### config.mk
export PLATFORM = sky130hd
export DESIGN_NAME = alu_multicycle
export DESIGN_NICKNAME = d
export VERILOG_FILES = /design/src/rtl/alu_multicycle.sv
export SDC_FILE = /design/constraint.sdc
export NUM_CORES = 1
export LEC_CHECK = 0
export CORE_MARGIN = 4
export CORE_UTILIZATION = 30
export CTS_CLUSTER_SIZE = 10
export DETAILED_ROUTE_END_ITERATION = 12
export DONT_BUFFER_PORTS = 1
export SYNTH_ARGS = -nofsm -noshare
export SYNTH_HDL_FRONTEND = slang
export SYNTH_SLANG_ARGS = --single-unit
### constraint.sdc
create_clock -name clk_i -period 4.46 [get_ports clk_i]
set_clock_uncertainty 0.05 [all_clocks]
set_input_delay 1.115 -clock clk_i [delete_from_list [all_inputs] [get_ports clk_i]]
set_output_delay 1.115 -clock clk_i [all_outputs]
set_load 0.005 [all_outputs]
### src/rtl/alu_multicycle.sv
// EX-stage execution unit: the single-cycle ALU ops finish one cycle after start.
// MUL is an iterative shift-add over WIDTH cycles and holds busy_o high while it runs.
module alu_multicycle #(
    parameter int WIDTH = 32
) (
    input  logic             clk_i,
    input  logic             rst_i,
    input  logic             start_i,
    input  logic [3:0]       ctrl_i,
    input  logic [WIDTH-1:0] src1_i,
    input  logic [WIDTH-1:0] src2_i,
    input  logic [4:0]       shamt_i,
    output logic [WIDTH-1:0] result_o,
    output logic             zero_o,
    output logic             busy_o,
    output logic             done_o,
    output logic             illegal_o
);
    localparam int CW = (WIDTH > 1) ? $clog2(WIDTH) : 1;

    localparam logic [3:0] OP_AND  = 4'b0000;
    localparam logic [3:0] OP_OR   = 4'b0001;
    localparam logic [3:0] OP_ADD  = 4'b0010;
    localparam logic [3:0] OP_SUB  = 4'b0110;
    localparam logic [3:0] OP_SLT  = 4'b0111;
    localparam logic [3:0] OP_SRA  = 4'b1000;
    localparam logic [3:0] OP_SRAV = 4'b1001;
    localparam logic [3:0] OP_MUL  = 4'b1011;

    typedef enum logic {
        S_IDLE,
        S_MUL
    } state_t;

    state_t           r_state;
    state_t           w_state_next;
    logic [WIDTH-1:0] r_result;
    logic [WIDTH-1:0] r_mcand;
    logic [WIDTH-1:0] r_mplier;
    logic [WIDTH-1:0] r_prod;
    logic [CW-1:0]    r_cnt;
    logic             r_zero;
    logic             r_done;
    logic             r_illegal;
    logic [WIDTH-1:0] w_alu_res;
    logic             w_illegal;
    logic [WIDTH-1:0] w_prod_next;
    logic             w_is_mul;
    logic             w_last_iter;

    assign w_is_mul    = (ctrl_i == OP_MUL);
    assign w_last_iter = (r_cnt == '0);
    // The final partial-product add happens on the same edge that publishes the result.
    assign w_prod_next = r_mplier[0] ? (r_prod + r_mcand) : r_prod;

    always_comb begin
        w_alu_res = '0;
        w_illegal = 1'b0;
        case (ctrl_i)
            OP_AND:  w_alu_res = src1_i & src2_i;
            OP_OR:   w_alu_res = src1_i | src2_i;
            OP_ADD:  w_alu_res = src1_i + src2_i;
            OP_SUB:  w_alu_res = src1_i - src2_i;
            OP_SLT:  w_alu_res = {{(WIDTH-1){1'b0}}, ($signed(src1_i) < $signed(src2_i))};
            OP_SRA:  w_alu_res = $signed(src2_i) >>> shamt_i;
            OP_SRAV: w_alu_res = $signed(src2_i) >>> src1_i[4:0];
            default: w_illegal = 1'b1;
        endcase
    end

    always_comb begin
        w_state_next = r_state;
        case (r_state)
            S_IDLE:  if (start_i && w_is_mul) w_state_next = S_MUL;
            S_MUL:   if (w_last_iter) w_state_next = S_IDLE;
            default: w_state_next = S_IDLE;
        endcase
    end

    always_ff @(posedge clk_i or posedge rst_i) begin
        if (rst_i) begin
            r_state <= S_IDLE;
        end else begin
            r_state <= w_state_next;
        end
    end

    always_ff @(posedge clk_i or posedge rst_i) begin
        if (rst_i) begin
            r_result  <= '0;
            r_zero    <= 1'b1;
            r_done    <= 1'b0;
            r_illegal <= 1'b0;
            r_mcand   <= '0;
            r_mplier  <= '0;
            r_prod    <= '0;
            r_cnt     <= '0;
        end else begin
            r_done <= 1'b0;
            case (r_state)
                S_IDLE: begin
                    if (start_i) begin
                        if (w_is_mul) begin
                            r_mcand  <= src1_i;
                            r_mplier <= src2_i;
                            r_prod   <= '0;
                            r_cnt    <= CW'(WIDTH - 1);
                        end else begin
                            r_result  <= w_alu_res;
                            r_zero    <= (w_alu_res == '0);
                            r_illegal <= w_illegal;
                            r_done    <= 1'b1;
                        end
                    end
                end
                S_MUL: begin
                    r_prod   <= w_prod_next;
                    r_mcand  <= r_mcand << 1;
                    r_mplier <= r_mplier >> 1;
                    r_cnt    <= r_cnt - 1'b1;
                    if (w_last_iter) begin
                        r_result  <= w_prod_next;
                        r_zero    <= (w_prod_next == '0);
                        r_illegal <= 1'b0;
                        r_done    <= 1'b1;
                    end
                end
                default: ;
            endcase
        end
    end

    assign result_o  = r_result;
    assign zero_o    = r_zero;
    assign busy_o    = (r_state == S_MUL);
    assign done_o    = r_done;
    assign illegal_o = r_illegal;
endmodule

==> results.cfg, run 1 <==
[logic_synthesis]
synth-seq-cells = 137
syn_area_per_cell_um2 = 7.47
synth-seq-area-share = 0.226
syn_area_um2 = 15200
synth.distinct_cells = 85
yosys-top-cells-area = dfrtp_1 22%, ha_1 12%, a21oi_1 7.0%, mux2i_1 6.1%, nand2_1 6.0%
synthMuxAreaShare = 0.0830
synth_top_area_share = 0.224
synthAdderAreaFrac = 0.120
synth_edf_count = 0
ys.flop_type = dfrtp_1
synthSimpleGateAreaFrac = 0.187
syn_inst = 2037
synth_xor_xnor_area_share = 0.0196
synth_top_area_cell = dfrtp_1
yosysWarnings = 0
syn_nets = 2257
synth-async-reset-ratio = 1.00
synth_compound_area_frac = 0.303
synth_top_family_by_area = compound AO/OA/AOI/OAI gates

[clocking]
clockRootBuffer = clkbuf_16
cts_sinks = 137
cts_tree = done
clk_pin_slew_ns = 0.07
clock_latency_ns = 0.48
numCtsBuffers = 17
clockBufferDepth = 2
cts-htree-levels = 4

[placed_design]
port_buffers = 0
dp_slack_ns = -0.713
gp_congestion = 0.986
postPlaceCellArea_um2 = 18500
post-dp-hpwl_mm = 55.6

[global_routing]
grt_use_met2 = 0.395
grt_pass1_vias = 16596
track_usage = 0.248
grt.met1_usage = 0.331
globalRouteOverflowTotal = 0
antenna_found_initial = 1
grt_pass1_wl_mm = 103
top_usage_layer = met2
grt_max_degree = 91
met3_usage = 0.0535

[timing]
layout_setup_ws_ns = 0.0602
final-max-slew-violation-count = 0
period_needed_ns = 4.40
period_share = 0.986
max_freq_ghz = 0.227
max_slew_margin = 0.407
finalHoldViolCount = 0
finalSetupViolations = 0
tightestPinTransition_ns = 0.890
finalSetupTns_ns = 0

[floorplanning]
start_util = 0.303
dieWidth_um = 233
die_h_um = 233
core_um2 = 50200
rows = 82
ioPinCount = 112
dieArea_um2 = 54400

[setup_path]
crit_type = input pin to flop
cp.arrival_ns = 4.75
r2r_cells = 16
worstPathMaxFanout = 13
required_ns = 4.81
startpoint_type = input pin
cp-end-kind = flop

[drt]
route.detailed.drc = 0
vias = 16926
vias_per_cell = 5.67
antenna_left = 0
wl_per_cell_um = 23.0
drt_wl_total_mm = 68.7
drt_pre_antenna_iters = 6
drtIter0Drc = 1523

[pwr]
power_density_nw_per_um2 = 384
vdd_drop_max_v = 0.000393
p_leak_nw = 9.14
total_power_w = 0.00745

[flow_run]
drv_cap = 0

[final_layout]
drive_above_1_share = 0.216
final_util = 0.386
layout_common_cells = 356 x buf_4, 243 x nand2_1, 212 x a21oi_1
diodes = 0
nets = 2521
final_common_cell = buf_4
final_cell_area_um2 = 19400
area_delta_synth_final_pct = 27.4

[hold_path]
hold_class = flop to flop
hold_depth = 2

[status]
status = finished clean
==> per-stage QoR <==
| step | std cells | hold slack [ns] |
|---|---|---|
| 4_1_cts | 2979 | 0.434 |
| 2_1_floorplan | 2037 | 0.400 |
| 3_3_place_gp | 2946 | 0.412 |
| 5_1_grt | 2986 | 0.460 |
| 3_5_place_dp | 2946 | 0.422 |
| 6_report | 2986 | 0.433 |
==> critical path: stages <==
cell,delay (ns)
nor4bb_2,0.26
buf_4,0.21
mux2i_4,0.29
buf_12,0.18
mux2i_2,0.24
buf_4,0.16
mux2i_1,0.08
mux2i_2,0.23
buf_4,0.16
o22ai_1,0.12
nor4_2,0.40
buf_4,0.19
nand2_1,0.06
nor4_2,0.28
buf_4,0.17
and4_1,0.16
and4_1,0.20
nand4_1,0.12
o211ai_2,0.09
==> timing repair <==
action | 4_1_cts | 5_1_grt
hold buffers | 0 | 0
endpoints found under the hold margin | 0 | 0
gates cloned | 0 | 0
pin swaps | 3 | 11
setup buffers | 1 | 7
endpoints found under the setup margin | 1 | 3
resized for setup | 10 | 39
==> final cells by class <==
cell class / count / area (µm²)
Multi-Input combinational cell: 1654 / 11100
Clock inverter: 14 / 178
Tap cell: 672 / 841
Timing Repair Buffer: 369 / 2930
Sequential cell: 137 / 3430
Fill cell: 5216 / 30800
Inverter: 122 / 462
Clock buffer: 18 / 429
==> Yosys cell counts, types with 18 or more instances <==
cell	count
nor2_1	213
a211oi_1	26
o221ai_1	18
mux2i_1	92
a31oi_1	24
nand2_1	244
dfrtp_1	136
ha_1	141
o21ai_0	171
nor3_1	40
nand3_1	27
inv_1	121
o211ai_1	23
o22ai_1	21
mux2_2	20
a21oi_1	214
xnor2_1	27
a21o_1	41
clkbuf_1	106
==> power breakdown <==
group	switching [W]	internal, W	total (W)
Combinational	0.00222	0.00158	0.00380
Clock	0.000669	0.000848	0.00152
Sequential	0.000433	0.00170	0.00213
==> registers in the layout, indices dropped and copies added, names as in the netlist, 5 cells and up <==
| register | count |
|---|---|
| r_cnt | 5 |
| r_mcand | 32 |
| r_mplier | 32 |
| r_prod | 32 |
| result_o | 32 |
==> worst paths after layout <==
path	from	endpoint	slack, ns
hold / removal	r_mplier[16]	r_mplier[15]	0.43
max in group asynchronous	rst_i	r_mplier[16]	3.19
setup reg to reg	r_mcand[0]	zero_o	0.14
setup / recovery	ctrl_i[2]	zero_o	0.06
min in group asynchronous	rst_i	r_prod[25]	0.58
hold reg to reg	r_mplier[16]	r_mplier[15]	0.43
==> metal layers <==
layer	wire (µm)	part of all wire
met1	30000	0.44
met2	30600	0.45
met3	5500	0.080
met4	2600	0.038
met5	0	0
==> kinds of logic (layout without fill, tap and decap cells) <==
| group | after synthesis | count (layout) |
|---|---|---|
| compound gates | 715 | 715 |
| xor+xnor | 34 | 34 |
| fa+ha+maj | 144 | 144 |
| buf+inv | 246 | 523 |
| flops | 137 | 137 |
| mux | 118 | 118 |
| simple gates | 643 | 643 |
Note: power is estimated with default switching activity, not from simulation.
==> run 2: changes to the inputs <==
--- a/config.mk
+++ b/config.mk
@@ -5,11 +5,12 @@
 export SDC_FILE = /design/constraint.sdc
 export NUM_CORES = 1
 export LEC_CHECK = 0
+export CAP_MARGIN = 20
 export CORE_MARGIN = 4
 export CORE_UTILIZATION = 30
-export CTS_CLUSTER_SIZE = 10
 export DETAILED_ROUTE_END_ITERATION = 12
 export DONT_BUFFER_PORTS = 1
+export SLEW_MARGIN = 20
 export SYNTH_ARGS = -nofsm -noshare
 export SYNTH_HDL_FRONTEND = slang
 export SYNTH_SLANG_ARGS = --single-unit
==> results of run 2 <==
The final DEF is identical to that of run 1; final timing and power are the same.
==> run 3: changes to the inputs <==
--- a/config.mk
+++ b/config.mk
@@ -7,9 +7,11 @@
 export LEC_CHECK = 0
 export CAP_MARGIN = 20
 export CORE_MARGIN = 4
-export CORE_UTILIZATION = 30
+export CORE_UTILIZATION = 61
+export CTS_BUF_LIST = sky130_fd_sc_hd__clkbuf_8
 export DETAILED_ROUTE_END_ITERATION = 12
 export DONT_BUFFER_PORTS = 1
+export PLACE_DENSITY = 0.8
 export SLEW_MARGIN = 20
 export SYNTH_ARGS = -nofsm -noshare
 export SYNTH_HDL_FRONTEND = slang
==> run 3 against run 2 <==
Compared with the run above: critical path depth shrank 2; fmax fell by 0.92%; clock power shrank 24%.
==> results.cfg, run 3 (synthesis results as in run 1) <==
[timing]
period_share = 0.996
max_freq_ghz = 0.225
finalSetupViolations = 0
finalHoldViolCount = 0
tightestPinTransition_ns = 0.913
period_needed_ns = 4.44
fin_hold_ws_ns = 0.444
final-max-slew-violation-count = 0
max_slew_margin = 0.391

[placed_design]
port_buffers = 0
gp_congestion = 1.12
post-dp-hpwl_mm = 48.0

[floorplanning]
core_um2 = 24400
rows = 57
start_util = 0.623
die_h_um = 166
dieArea_um2 = 27500
dieWidth_um = 166
ioPinCount = 112

[global_routing]
globalRouteOverflowTotal = 0
grt_pass1_vias = 16586
grt_pass1_wl_mm = 94.5
track_usage = 0.428
antenna_found_initial = 0
grt_max_degree = 112

[status]
status = finished clean

[hold_path]
hold_class = flop to flop

[clocking]
clk_pin_slew_ns = 0.11
clock_latency_ns = 0.48
numCtsBuffers = 17
cts-htree-levels = 4
cts_tree = done
cts_sinks = 137
clockBufferDepth = 2
clockRootBuffer = clkbuf_8

[pwr]
power_density_nw_per_um2 = 385
p_clk_frac = 0.166
power_switching_w = 0.00328
p_leak_nw = 8.64
vdd_drop_max_v = 0.000343
cell_internal_pwr_w = 0.00366
switching_share = 0.473
p_seq_frac = 0.305
pwr-share-comb = 0.529

[setup_path]
cp.arrival_ns = 4.79
worstPathMaxFanout = 7
required_ns = 4.81
cp-end-kind = flop
crit_type = input pin to flop
startpoint_type = input pin

[final_layout]
drive_above_1_share = 0.184
layout_common_cells = 289 x buf_4, 243 x nand2_1, 213 x a21oi_1
nets = 2447
final_common_cell = buf_4
multi_input_area_um2 = 11000
diodes = 0
nFillCells = 1949
seqCellArea_um2 = 3430
area_delta_synth_final_pct = 18.5
final_util = 0.739

[drt]
drt_wl_total_mm = 61.9
antenna_left = 0
drtIter0Drc = 2360
vias = 17362
drt_pre_antenna_iters = 6
route.detailed.drc = 0
wl_per_cell_um = 24.1
vias_per_cell = 6.77

[flow_run]
drv_cap = 0
run 3: cell count changes in the layout (fill, tap and decap cells not counted), moves of 3 or more:
cell,change
buf_12,-8
o21ai_0,+4
clkinvlp_4,+3
mux2i_1,+4
clkbuf_16,-17
buf_4,-67
clkbuf_8,+18
mux2i_2,-3
run 3: power by group through the flow:
stage	Sequential (W)	Combinational (W)	Clock, W
2_1_floorplan	0.00197	0.00247	0
3_3_place_gp	0.00211	0.00336	0
3_5_place_dp	0.00213	0.00351	0
4_1_cts	0.00211	0.00354	0.00114
5_1_grt	0.00217	0.00398	0.00121
6_report	0.00212	0.00367	0.00115
run 3: path summary, 6_finish.rpt:
kind,from,end,slack (ns),cells after the start
worst max register to register,r_mcand[0],zero_o,0.07,16
max in group asynchronous,rst_i,busy_o,2.79,2
worst max-delay path,src2_i[5],zero_o,0.02,17
min in group asynchronous,rst_i,result_o[5],0.55,1
worst min register to register,r_mplier[18],r_mplier[17],0.44,2
worst min-delay path,r_mplier[18],r_mplier[17],0.44,2
run 3: timing repair:
| action | in CTS | in global routing |
|---|---|---|
| hold buffers | 0 | 0 |
| resized for setup | 6 | 27 |
| buffers inserted | 2 | 3 |
| setup endpoints to repair | 1 | 1 |
| hold endpoints to repair | 0 | 0 |
| pin swaps | 0 | 9 |
run 3: routing by layer:
metal  GRT usage  part of all wire
met1       0.555              0.38
met4       0.265             0.080
met5           0                 0
met3      0.0928              0.11
met2       0.652              0.43
run 3: critical path, stage by stage:
cell and delay, ns:
inv_1 0.06, ha_1 0.43, inv_1 0.10, a311oi_1 0.47, a21oi_1 0.13, a211o_1 0.38, buf_4 0.16, a21oi_1 0.15
o211ai_1 0.16, nor2_1 0.25, nand4_1 0.19, nor4_4 0.37, buf_4 0.17, and4_1 0.22, and4_1 0.23, nand4_1 0.12
o211ai_2 0.09
run 3: final cells by class:
class,instances,area share
repair buffers,295,0.127
multi-input cells,1654,0.613
clock buffers,18,0.0137
well taps,324,0.0225
clock inverters,14,0.00833
inverters,122,0.0256
flip-flops and latches,137,0.190
run 3: through the flow:
step | std cells | TNS (ns) | worst slack, ns | total power (W) | cell area [µm²]
floorplan | 2037 | 0 | 0.0630 | 0.00443 | 15200
CTS | 2561 | 0 | 0.0125 | 0.00678 | 17900
global route | 2564 | -0.0170 | -0.0170 | 0.00736 | 18000
global placement | 2527 | -1.23 | -0.743 | 0.00548 | 17400
finish | 2564 | 0 | 0.0194 | 0.00694 | 18000
detailed placement | 2527 | -1.29 | -0.730 | 0.00563 | 17400
